`src/rtl/mult_share_arb.sv`:
```
// rtl/mult_share_arb.sv - two-requester round-robin arbiter sharing one 8x8 unsigned multiplier
// Optional feature: define MULT_SHARE_ARB_PIPE_EN to add register stage S1b after the multiplier.
module mult_share_arb #(
  parameter int OPW = 8,
  parameter int PW  = 16
) (
  input  logic           clk,
  input  logic           rst,
  input  logic           req0_valid,
  input  logic [OPW-1:0] req0_a,
  input  logic [OPW-1:0] req0_b,
  output logic           req0_ready,
  input  logic           req1_valid,
  input  logic [OPW-1:0] req1_a,
  input  logic [OPW-1:0] req1_b,
  output logic           req1_ready,
  output logic           rsp_valid,
  output logic           rsp_id,
  output logic [PW-1:0]  rsp_p,
  input  logic           rsp_ready,
  output logic           busy
);

  // Advance enables for each stage
  logic adv1;
  logic adv2;

  // Arbitration
  logic grant0;
  logic grant1;
  logic ptr_q;
  logic ptr_d;

  // Stage S1: registered operands and requester id
  logic           s1_v_q;
  logic           s1_v_d;
  logic [OPW-1:0] a_q;
  logic [OPW-1:0] a_d;
  logic [OPW-1:0] b_q;
  logic [OPW-1:0] b_d;
  logic           id_q;
  logic           id_d;

  // Combinational multiplier output
  logic [PW-1:0]  prod;

  // Stage S2: response register
  logic           rsp_valid_q;
  logic           rsp_valid_d;
  logic           rsp_id_q;
  logic           rsp_id_d;
  logic [PW-1:0]  rsp_p_q;
  logic [PW-1:0]  rsp_p_d;

`ifdef MULT_SHARE_ARB_PIPE_EN
  // Stage S1b: registered product and id, breaking the multiplier path
  logic           adv1b;
  logic           s1b_v_q;
  logic           s1b_v_d;
  logic           s1b_id_q;
  logic           s1b_id_d;
  logic [PW-1:0]  s1b_p_q;
  logic [PW-1:0]  s1b_p_d;
`endif

  // Advance chain: a stage may load when it is empty or its successor moves
  always_comb begin
    adv2 = !rsp_valid_q || rsp_ready;
`ifdef MULT_SHARE_ARB_PIPE_EN
    adv1b = !s1b_v_q || adv2;
    adv1  = !s1_v_q || adv1b;
`else
    adv1  = !s1_v_q || adv2;
`endif
  end

  // Round-robin grant: lone requester wins, pointer breaks ties; nothing during reset
  always_comb begin
    grant0 = 1'b0;
    grant1 = 1'b0;
    if (!rst && adv1) begin
      if (req0_valid && req1_valid) begin
        grant0 = !ptr_q;
        grant1 = ptr_q;
      end else begin
        grant0 = req0_valid;
        grant1 = req1_valid;
      end
    end
  end

  assign req0_ready = grant0;
  assign req1_ready = grant1;

  // Pointer moves to the other requester after each transfer
  always_comb begin
    ptr_d = ptr_q;
    if (req0_valid && grant0) begin
      ptr_d = 1'b1;
    end else if (req1_valid && grant1) begin
      ptr_d = 1'b0;
    end
  end

  // S1 load: capture the granted operands whenever S1 is free to advance
  always_comb begin
    s1_v_d = s1_v_q;
    a_d    = a_q;
    b_d    = b_q;
    id_d   = id_q;
    if (adv1) begin
      s1_v_d = (req0_valid && grant0) || (req1_valid && grant1);
      if (grant1) begin
        a_d  = req1_a;
        b_d  = req1_b;
        id_d = 1'b1;
      end else if (grant0) begin
        a_d  = req0_a;
        b_d  = req0_b;
        id_d = 1'b0;
      end
    end
  end

  // Array multiplier: sum of a_q shifted by each set bit of b_q
  always_comb begin
    prod = '0;
    for (int i = 0; i < OPW; i++) begin
      if (b_q[i]) begin
        prod = prod + (PW'(a_q) << i);
      end
    end
  end

`ifdef MULT_SHARE_ARB_PIPE_EN
  // S1b load: register the product so S2 sees a flop-to-flop path
  always_comb begin
    s1b_v_d  = s1b_v_q;
    s1b_id_d = s1b_id_q;
    s1b_p_d  = s1b_p_q;
    if (adv1b) begin
      s1b_v_d  = s1_v_q;
      s1b_id_d = id_q;
      s1b_p_d  = prod;
    end
  end
`endif

  // S2 load: response register holds while the consumer stalls
  always_comb begin
    rsp_valid_d = rsp_valid_q;
    rsp_id_d    = rsp_id_q;
    rsp_p_d     = rsp_p_q;
    if (adv2) begin
`ifdef MULT_SHARE_ARB_PIPE_EN
      rsp_valid_d = s1b_v_q;
      rsp_id_d    = s1b_id_q;
      rsp_p_d     = s1b_p_q;
`else
      rsp_valid_d = s1_v_q;
      rsp_id_d    = id_q;
      rsp_p_d     = prod;
`endif
    end
  end

  // State registers; reset drops every in-flight operation
  always_ff @(posedge clk) begin
    if (rst) begin
      ptr_q       <= 1'b0;
      s1_v_q      <= 1'b0;
      a_q         <= '0;
      b_q         <= '0;
      id_q        <= 1'b0;
      rsp_valid_q <= 1'b0;
      rsp_id_q    <= 1'b0;
      rsp_p_q     <= '0;
`ifdef MULT_SHARE_ARB_PIPE_EN
      s1b_v_q     <= 1'b0;
      s1b_id_q    <= 1'b0;
      s1b_p_q     <= '0;
`endif
    end else begin
      ptr_q       <= ptr_d;
      s1_v_q      <= s1_v_d;
      a_q         <= a_d;
      b_q         <= b_d;
      id_q        <= id_d;
      rsp_valid_q <= rsp_valid_d;
      rsp_id_q    <= rsp_id_d;
      rsp_p_q     <= rsp_p_d;
`ifdef MULT_SHARE_ARB_PIPE_EN
      s1b_v_q     <= s1b_v_d;
      s1b_id_q    <= s1b_id_d;
      s1b_p_q     <= s1b_p_d;
`endif
    end
  end

  assign rsp_valid = rsp_valid_q;
  assign rsp_id    = rsp_id_q;
  assign rsp_p     = rsp_p_q;

`ifdef MULT_SHARE_ARB_PIPE_EN
  assign busy = s1_v_q || s1b_v_q || rsp_valid_q;
`else
  assign busy = s1_v_q || rsp_valid_q;
`endif

endmodule

```
`config.mk`:
```
export PLATFORM = sky130hd
export DESIGN_NAME = mult_share_arb
export DESIGN_NICKNAME = d
export VERILOG_FILES = /design/src/rtl/mult_share_arb.sv
export SDC_FILE = /design/constraint.sdc
export NUM_CORES = 1
export LEC_CHECK = 0
export ABC_AREA = 0
export BUFFER_PORTS_ARGS = -buffer_cell sky130_fd_sc_hd__buf_2
export CAP_MARGIN = 5
export CORE_UTILIZATION = 30
export CTS_BUF_LIST = sky130_fd_sc_hd__clkbuf_16
export DETAILED_ROUTE_END_ITERATION = 6
export PLACE_DENSITY = 0.58
export SYNTH_ARGS = -nofsm -noshare
export SYNTH_HDL_FRONTEND = slang
export SYNTH_SLANG_ARGS = --single-unit
```
`constraint.sdc`:
```
create_clock -name clk -period 21.9 [get_ports clk]
set_clock_uncertainty 0.1 [all_clocks]
set_input_delay 1.095 -clock clk [delete_from_list [all_inputs] [get_ports clk]]
set_output_delay 1.095 -clock clk [all_outputs]
set_load 0.05 [all_outputs]
```
==> results by group, run 1 <==
Layout
  • Reg area: 741 um2
  • Multi-input gate area: between 3000 and 4000 um2
  • Final Util: 0.351
  • Final non-filler cell total: approximately 800
  • Syn-to-layout area delta: 13.5%
  • Layout net count: 732
  • Fillcell total: 1577
  • ANT cells: 0
  • Most frequent cells in the layout: nand2_1 (68), a21oi_1 (63), ha_1 (58)
  • Commonest non-fill, non-tap cell in the layout: nand2_1
  • Design area: 5150 um2
  • Share of cells above drive strength 1: 0.162

Timing
  • Final setup TNS: 0 ns
  • Slew Limit Headroom: 0.362
  • Final setup violation count: 0
  • Worst-Margin Slew: 0.957 ns
  • RSZ-0062 raised after global routing: false
  • Hold slack: 0.357 ns
  • F_max: 106 MHz
  • Min setup slack post-route: 12.45 ns
  • Final slew viol count: 0
  • Final Cycle Share: 0.431
  • Final min period: 9.45 ns
  • Final hold violation count: 0

CTS
  • Post-CTS Resized: 0
  • Hold-fix buffers, CTS: 0
  • CTS tree: built
  • Clock sink count: 37
  • Clk_lat worst skew: 0.29 ns
  • Post-CTS Setup Repair Bufs: 0
  • Total CTS buffers: 5
  • H-tree depth: 2
  • CTS root buffer: clkbuf_16
  • Clock-pin slew on the worst setup and hold paths: roughly 0.06 ns
  • Max Root-Sink Buffers: 2

Yosys
  • Synthesized instance count: 590
  • Synth warn: 0
  • Yosys reg bits: 37
  • Asr flop ratio synth: 0
  • Sequential fraction of the synthesis area: 0.163
  • EDFF count, synth: 0
  • Net count after synthesis: around 700
  • Avg Cell Area, Syn: 7.68 um2
  • Most used flip-flop cell after synthesis: dfxtp_1
  • Cell area after synthesis: 4530 um2
  • Post-synth cell types: roughly 70

Status
  • Status: complete, no violations

Pwr
  • Clock share of power: 0.356
  • Pint: 174 uW
  • Part of the power in registers: 0.308
  • Design Power: 271 uW
  • Psw: 96.8 uW
  • Pwr dens: 52.7 nW/um2
  • Sw frac: 0.357
  • Logic gate share of total power: 0.335
  • Lkg Pwr: roughly 2.4 nW
  • Peak VDD IR: about 61 uV

Setup path
  • Most frequent CP cell: ha_1
  • Worst R2R End: rsp_p[15]$_SDFFE_PP0P_
  • Worst R2R Start: a_q[1]$_SDFFE_PP0P_
  • CP required: 21.94 ns
  • Slowest cell on crit path: dfxtp_1
  • Max incr delay on CP: 0.50 ns
  • WP data arrival: 9.48 ns
  • Flop-to-flop setup slack: 12.45 ns
  • Cells on worst reg2reg path: 43
  • CP endpoint kind: register
  • Crit Path Max Fanout: 12
  • Startpoint types: register
  • CP Class: reg -> reg

Floorplan
  • Die height: 125 um
  • Starting density of the core: 0.310
  • I/O pins: between 50 and 60
  • DIE WIDTH: ~120 um
  • Core area: approximately 15000 um2
  • Rows: 44
  • DIE AREA: ~16000 um2

GRT
  • M3 GR Usage: 0.0168
  • Met2 usage: 0.283
  • Total gr overflow: 0
  • Total Routing Usage GR: 0.166
  • First-pass GRT wire length: 21500 um
  • Met1 GRT Util: 0.222
  • Vias in the first global route: between 4000 and 5000
  • Largest net degree at the start of global routing: 41
  • Antenna violations before repair: 0
  • GRT busiest layer: met2

Place
  • Dpl cells: 807
  • Post-DP Area: 4950 um2
  • Post-place setup slack: 12.52 ns
  • Port Buffers: 57
  • Placer Congestion: roughly 0.85
  • Detailed placer's ending HPWL: 9690 um

Detailed routing
  • Antenna-violating nets left: 0
  • Wire length per cell: approximately 15 um
  • 1st-iter DRT viols: 243
  • Residual DRC: 0
  • Via count: between 4000 and 5000
  • Vias per cell: ~5.4
  • Drt first pass iters: 5
  • Final WL: roughly 13000 um

Min path
  • Hold WC Path Type: reg -> reg
  • WHS Endpoint: rsp_id$_SDFFE_PP0P_
  • WHS Path Cells: 2
  • Hold_sp: rsp_id$_SDFFE_PP0P_

Flow run
  • Max-cap violation count: 0
==> worst max-delay path by stage <==
| stage | from | endpoint | depth (start not counted) |
|---|---|---|---|
| floorplan | a_q[1]$_SDFFE_PP0P_ | rsp_p[15]$_SDFFE_PP0P_ | 42 |
| global placement | a_q[1]$_SDFFE_PP0P_ | rsp_p[15]$_SDFFE_PP0P_ | 46 |
| detailed placement | a_q[1]$_SDFFE_PP0P_ | rsp_p[15]$_SDFFE_PP0P_ | 43 |
| CTS | a_q[1]$_SDFFE_PP0P_ | rsp_p[15]$_SDFFE_PP0P_ | 46 |
| global route | a_q[5]$_SDFFE_PP0P_ | rsp_p[15]$_SDFFE_PP0P_ | 43 |
| finish | a_q[1]$_SDFFE_PP0P_ | rsp_p[15]$_SDFFE_PP0P_ | 43 |
==> cells by family after synthesis <==
kind of cell               after synthesis  synth area share
AOI/OAI and AO/OA                      212             0.328
xor gates and xnor gates                28            0.0541
adders and majority gates               65             0.191
buffers and inverters                   58            0.0519
DFF                                     37             0.163
muxes                                   11            0.0287
and+or+nand+nor                        179             0.183
==> per-layer routing <==
metal  vias to the layer above  share of wire
li1                       2228              -
met1                      2078           0.48
met2                       113           0.46
met3                        20          0.036
met4                         0          0.017
met5                         -              0
==> cells in the mapped netlist, types with 15 or more instances <==
| library cell | instances | area share |
|---|---|---|
| inv_1 | 30 | 0.025 |
| xnor2_1 | 18 | 0.035 |
| a21oi_1 | 63 | 0.070 |
| ha_1 | 58 | 0.16 |
| clkbuf_1 | 15 | 0.012 |
| o21a_1 | 16 | 0.026 |
| a22oi_1 | 17 | 0.028 |
| nor2_1 | 53 | 0.044 |
| a21o_1 | 20 | 0.033 |
| o21ai_0 | 20 | 0.022 |
| nand2_1 | 68 | 0.056 |
| dfxtp_1 | 37 | 0.16 |
==> area by class of cell <==
cell class                 instances  area share
inverter                          31      0.0226
clock buffer                       5      0.0243
tap                              184      0.0447
clock inverter                     3      0.0134
timing repair buffer              60      0.0598
sequential                        37       0.144
multi-input combinational        495       0.691
==> sequential cells by signal (all words and copies together), names as in the netlist <==
name / flops
ptr_q: 1
rsp_p: 16
rsp_valid: 1
a_q: 8
b_q: 8
id_q: 1
rsp_id: 1
s1_v_q: 1
==> worst max-delay path, delay by kind of cell (launching register included) <==
family | cells | cell delay (ns)
AND/OR/NAND/NOR | 5 | 0.75
multiplexers | 1 | 0.27
flip-flops | 1 | 0.50
XOR/XNOR | 3 | 0.40
AO/OA/AOI/OAI | 24 | 4.23
adder cells (fa/ha/maj) | 8 | 2.80
buffers and inverters | 2 | 0.23
==> power groups by stage <==
stage | logic (mW) | registers (mW) | clock network [mW]
after floorplan | 0.0645 | 0.0874 | 0
after global placement | 0.0875 | 0.0848 | 0
after detailed placement | 0.0899 | 0.0851 | 0
after CTS | 0.0906 | 0.0837 | 0.0980
after global routing | 0.101 | 0.0849 | 0.101
final | 0.0909 | 0.0836 | 0.0966
(Power assumes the default switching activity.)
==> run 2, diff against run 1 <==
- PLACE_DENSITY: 0.58 -> 0.6
- clock period: 21.9 -> 8.24 ns (I/O delays scaled with it)
==> run 2 against run 1 <==
Count of clock-buffer cells in the layout unchanged. Wire length up 17%. Worst hold slack worse by 0.060 ns. Largest power group is now combinational cells.
==> results by group, run 2 (synthesized netlist as in run 1, its figures left out) <==
Setup path
  • CP endpoint kind: register
  • CP required: 8.28 ns
  • WP data arrival: 8.27 ns
  • CP Class: reg -> reg
  • Slowest cell on crit path: fa_2
  • Crit Path Max Fanout: 4
  • Max incr delay on CP: around 0.37 ns
  • Startpoint types: register
  • Most frequent CP cell: buf_4

Pwr
  • Lkg Pwr: about 3.3 nW
  • Pwr dens: 120 nW/um2
  • Peak VDD IR: 180 uV

Layout
  • Commonest non-fill, non-tap cell in the layout: buf_4
  • Share of cells above drive strength 1: 0.461
  • Final non-filler cell total: 975
  • Layout net count: 892
  • Syn-to-layout area delta: 57.1%
  • Most frequent cells in the layout: buf_4 (161), nand2_1 (65), buf_2 (57)
  • Number of flip-flops in the largest register: 16
  • Final Util: 0.486
  • ANT cells: 0

Detailed routing
  • Vias per cell: 5.19
  • Final WL: 14700 um
  • Residual DRC: 0
  • 1st-iter DRT viols: between 200 and 250
  • Drt first pass iters: 6
  • Wire length per cell: between 15 and 20 um
  • Antenna-violating nets left: 0
  • Via count: 5059

Floorplan
  • DIE WIDTH: 125 um
  • Starting density of the core: 0.310
  • I/O pins: 58
  • Core area: 14600 um2
  • Die height: 125 um
  • Rows: 44
  • DIE AREA: 15600 um2

CTS
  • CTS root buffer: clkbuf_16
  • H-tree depth: 2
  • Clk_lat worst skew: 0.29 ns
  • Total CTS buffers: 5
  • Hold-fix buffers, CTS: 0
  • Clock-pin slew on the worst setup and hold paths: 0.06 ns
  • Max Root-Sink Buffers: 2
  • Clock sink count: 37
  • CTS tree: built

Timing
  • Min setup slack post-route: 0.00432 ns
  • F_max: 121 MHz
  • Final slew viol count: 0
  • Slew Limit Headroom: 0.351
  • RSZ-0062 raised after global routing: true
  • Final hold violation count: 0
  • Final min period: 8.24 ns
  • Worst-Margin Slew: 0.974 ns
  • Final setup violation count: 0
  • Final Cycle Share: 0.999

Status
  • Status: complete, no violations

Flow run
  • Max-cap violation count: 0

GRT
  • Largest net degree at the start of global routing: 41
  • Total Routing Usage GR: 0.182
  • Antenna violations before repair: 0
  • First-pass GRT wire length: 23400 um
  • Vias in the first global route: 4903
  • Total gr overflow: 0

Min path
  • Hold WC Path Type: in -> reg

Place
  • Detailed placer's ending HPWL: 9810 um
  • Post-place setup slack: -0.499 ns
  • Dpl cells: 929
  • Placer Congestion: 0.839
  • Port Buffers: 57
==> run 2: stage by stage <==
step	TNS (ns)	power (mW)	hold slack (ns)	area, um2
global route	-1.81	0.901	0.322	7120
detailed placement	-2.05	0.523	0.343	5870
CTS	0	0.815	0.298	6640
global placement	-1.60	0.522	0.337	5870
finish	0	0.855	0.297	7120
floorplan	0	0.404	0.337	4540
==> run 2: layout make-up <==
class	count	area, um2
clock buffer	5	125
clock inverter	3	68.8
fill	1411	7520
inverter	31	116
multi-input combinational	495	4320
sequential	37	743
tap	184	230
timing repair buffer	220	1520
==> run 2: metal layers <==
metal  vias up  GRT usage  wire (um)  share of wire
met5         -          0          0              0
met4         0     0.0452        206          0.014
met3        18     0.0142        503          0.034
met2       115      0.319       7110           0.48
met1      2374      0.240       6860           0.47
li1       2552          -          -              -
==> run 2: critical path: cells and delay by family (launching register included) <==
kind / cells / cell delay [ns]
compound gates: 21 / 3.42
fa+ha+maj: 7 / 1.87
buf+inv: 11 / 1.41
simple gates: 4 / 0.51
mux: 2 / 0.43
flops: 1 / 0.34
==> run 2: timing repair <==
item	4_1_cts	5_1_grt
endpoints found under the hold margin	0	0
pin swaps	25	56
gates resized for setup	68	72
setup buffers	23	15
endpoints found under the setup margin	6	7
==> run 2: path summary, 6_finish.rpt <==
check | startpoint | endpoint | slack [ns] | cells past startpoint
max | b_q[0]$_SDFFE_PP0P_ | rsp_p[15]$_SDFFE_PP0P_ | 0.004 | 45
min | req0_b[7] | b_q[7]$_SDFFE_PP0P_ | 0.30 | 3
max reg2reg | b_q[0]$_SDFFE_PP0P_ | rsp_p[15]$_SDFFE_PP0P_ | 0.004 | 45
min reg2reg | rsp_id$_SDFFE_PP0P_ | rsp_id$_SDFFE_PP0P_ | 0.35 | 2
==> run 2: report_power, final <==
group | internal [mW] | switching (mW) | total [mW]
registers | 0.193 | 0.0174 | 0.210
logic | 0.190 | 0.200 | 0.390
clock network | 0.175 | 0.0801 | 0.255
total | 0.557 | 0.298 | 0.855
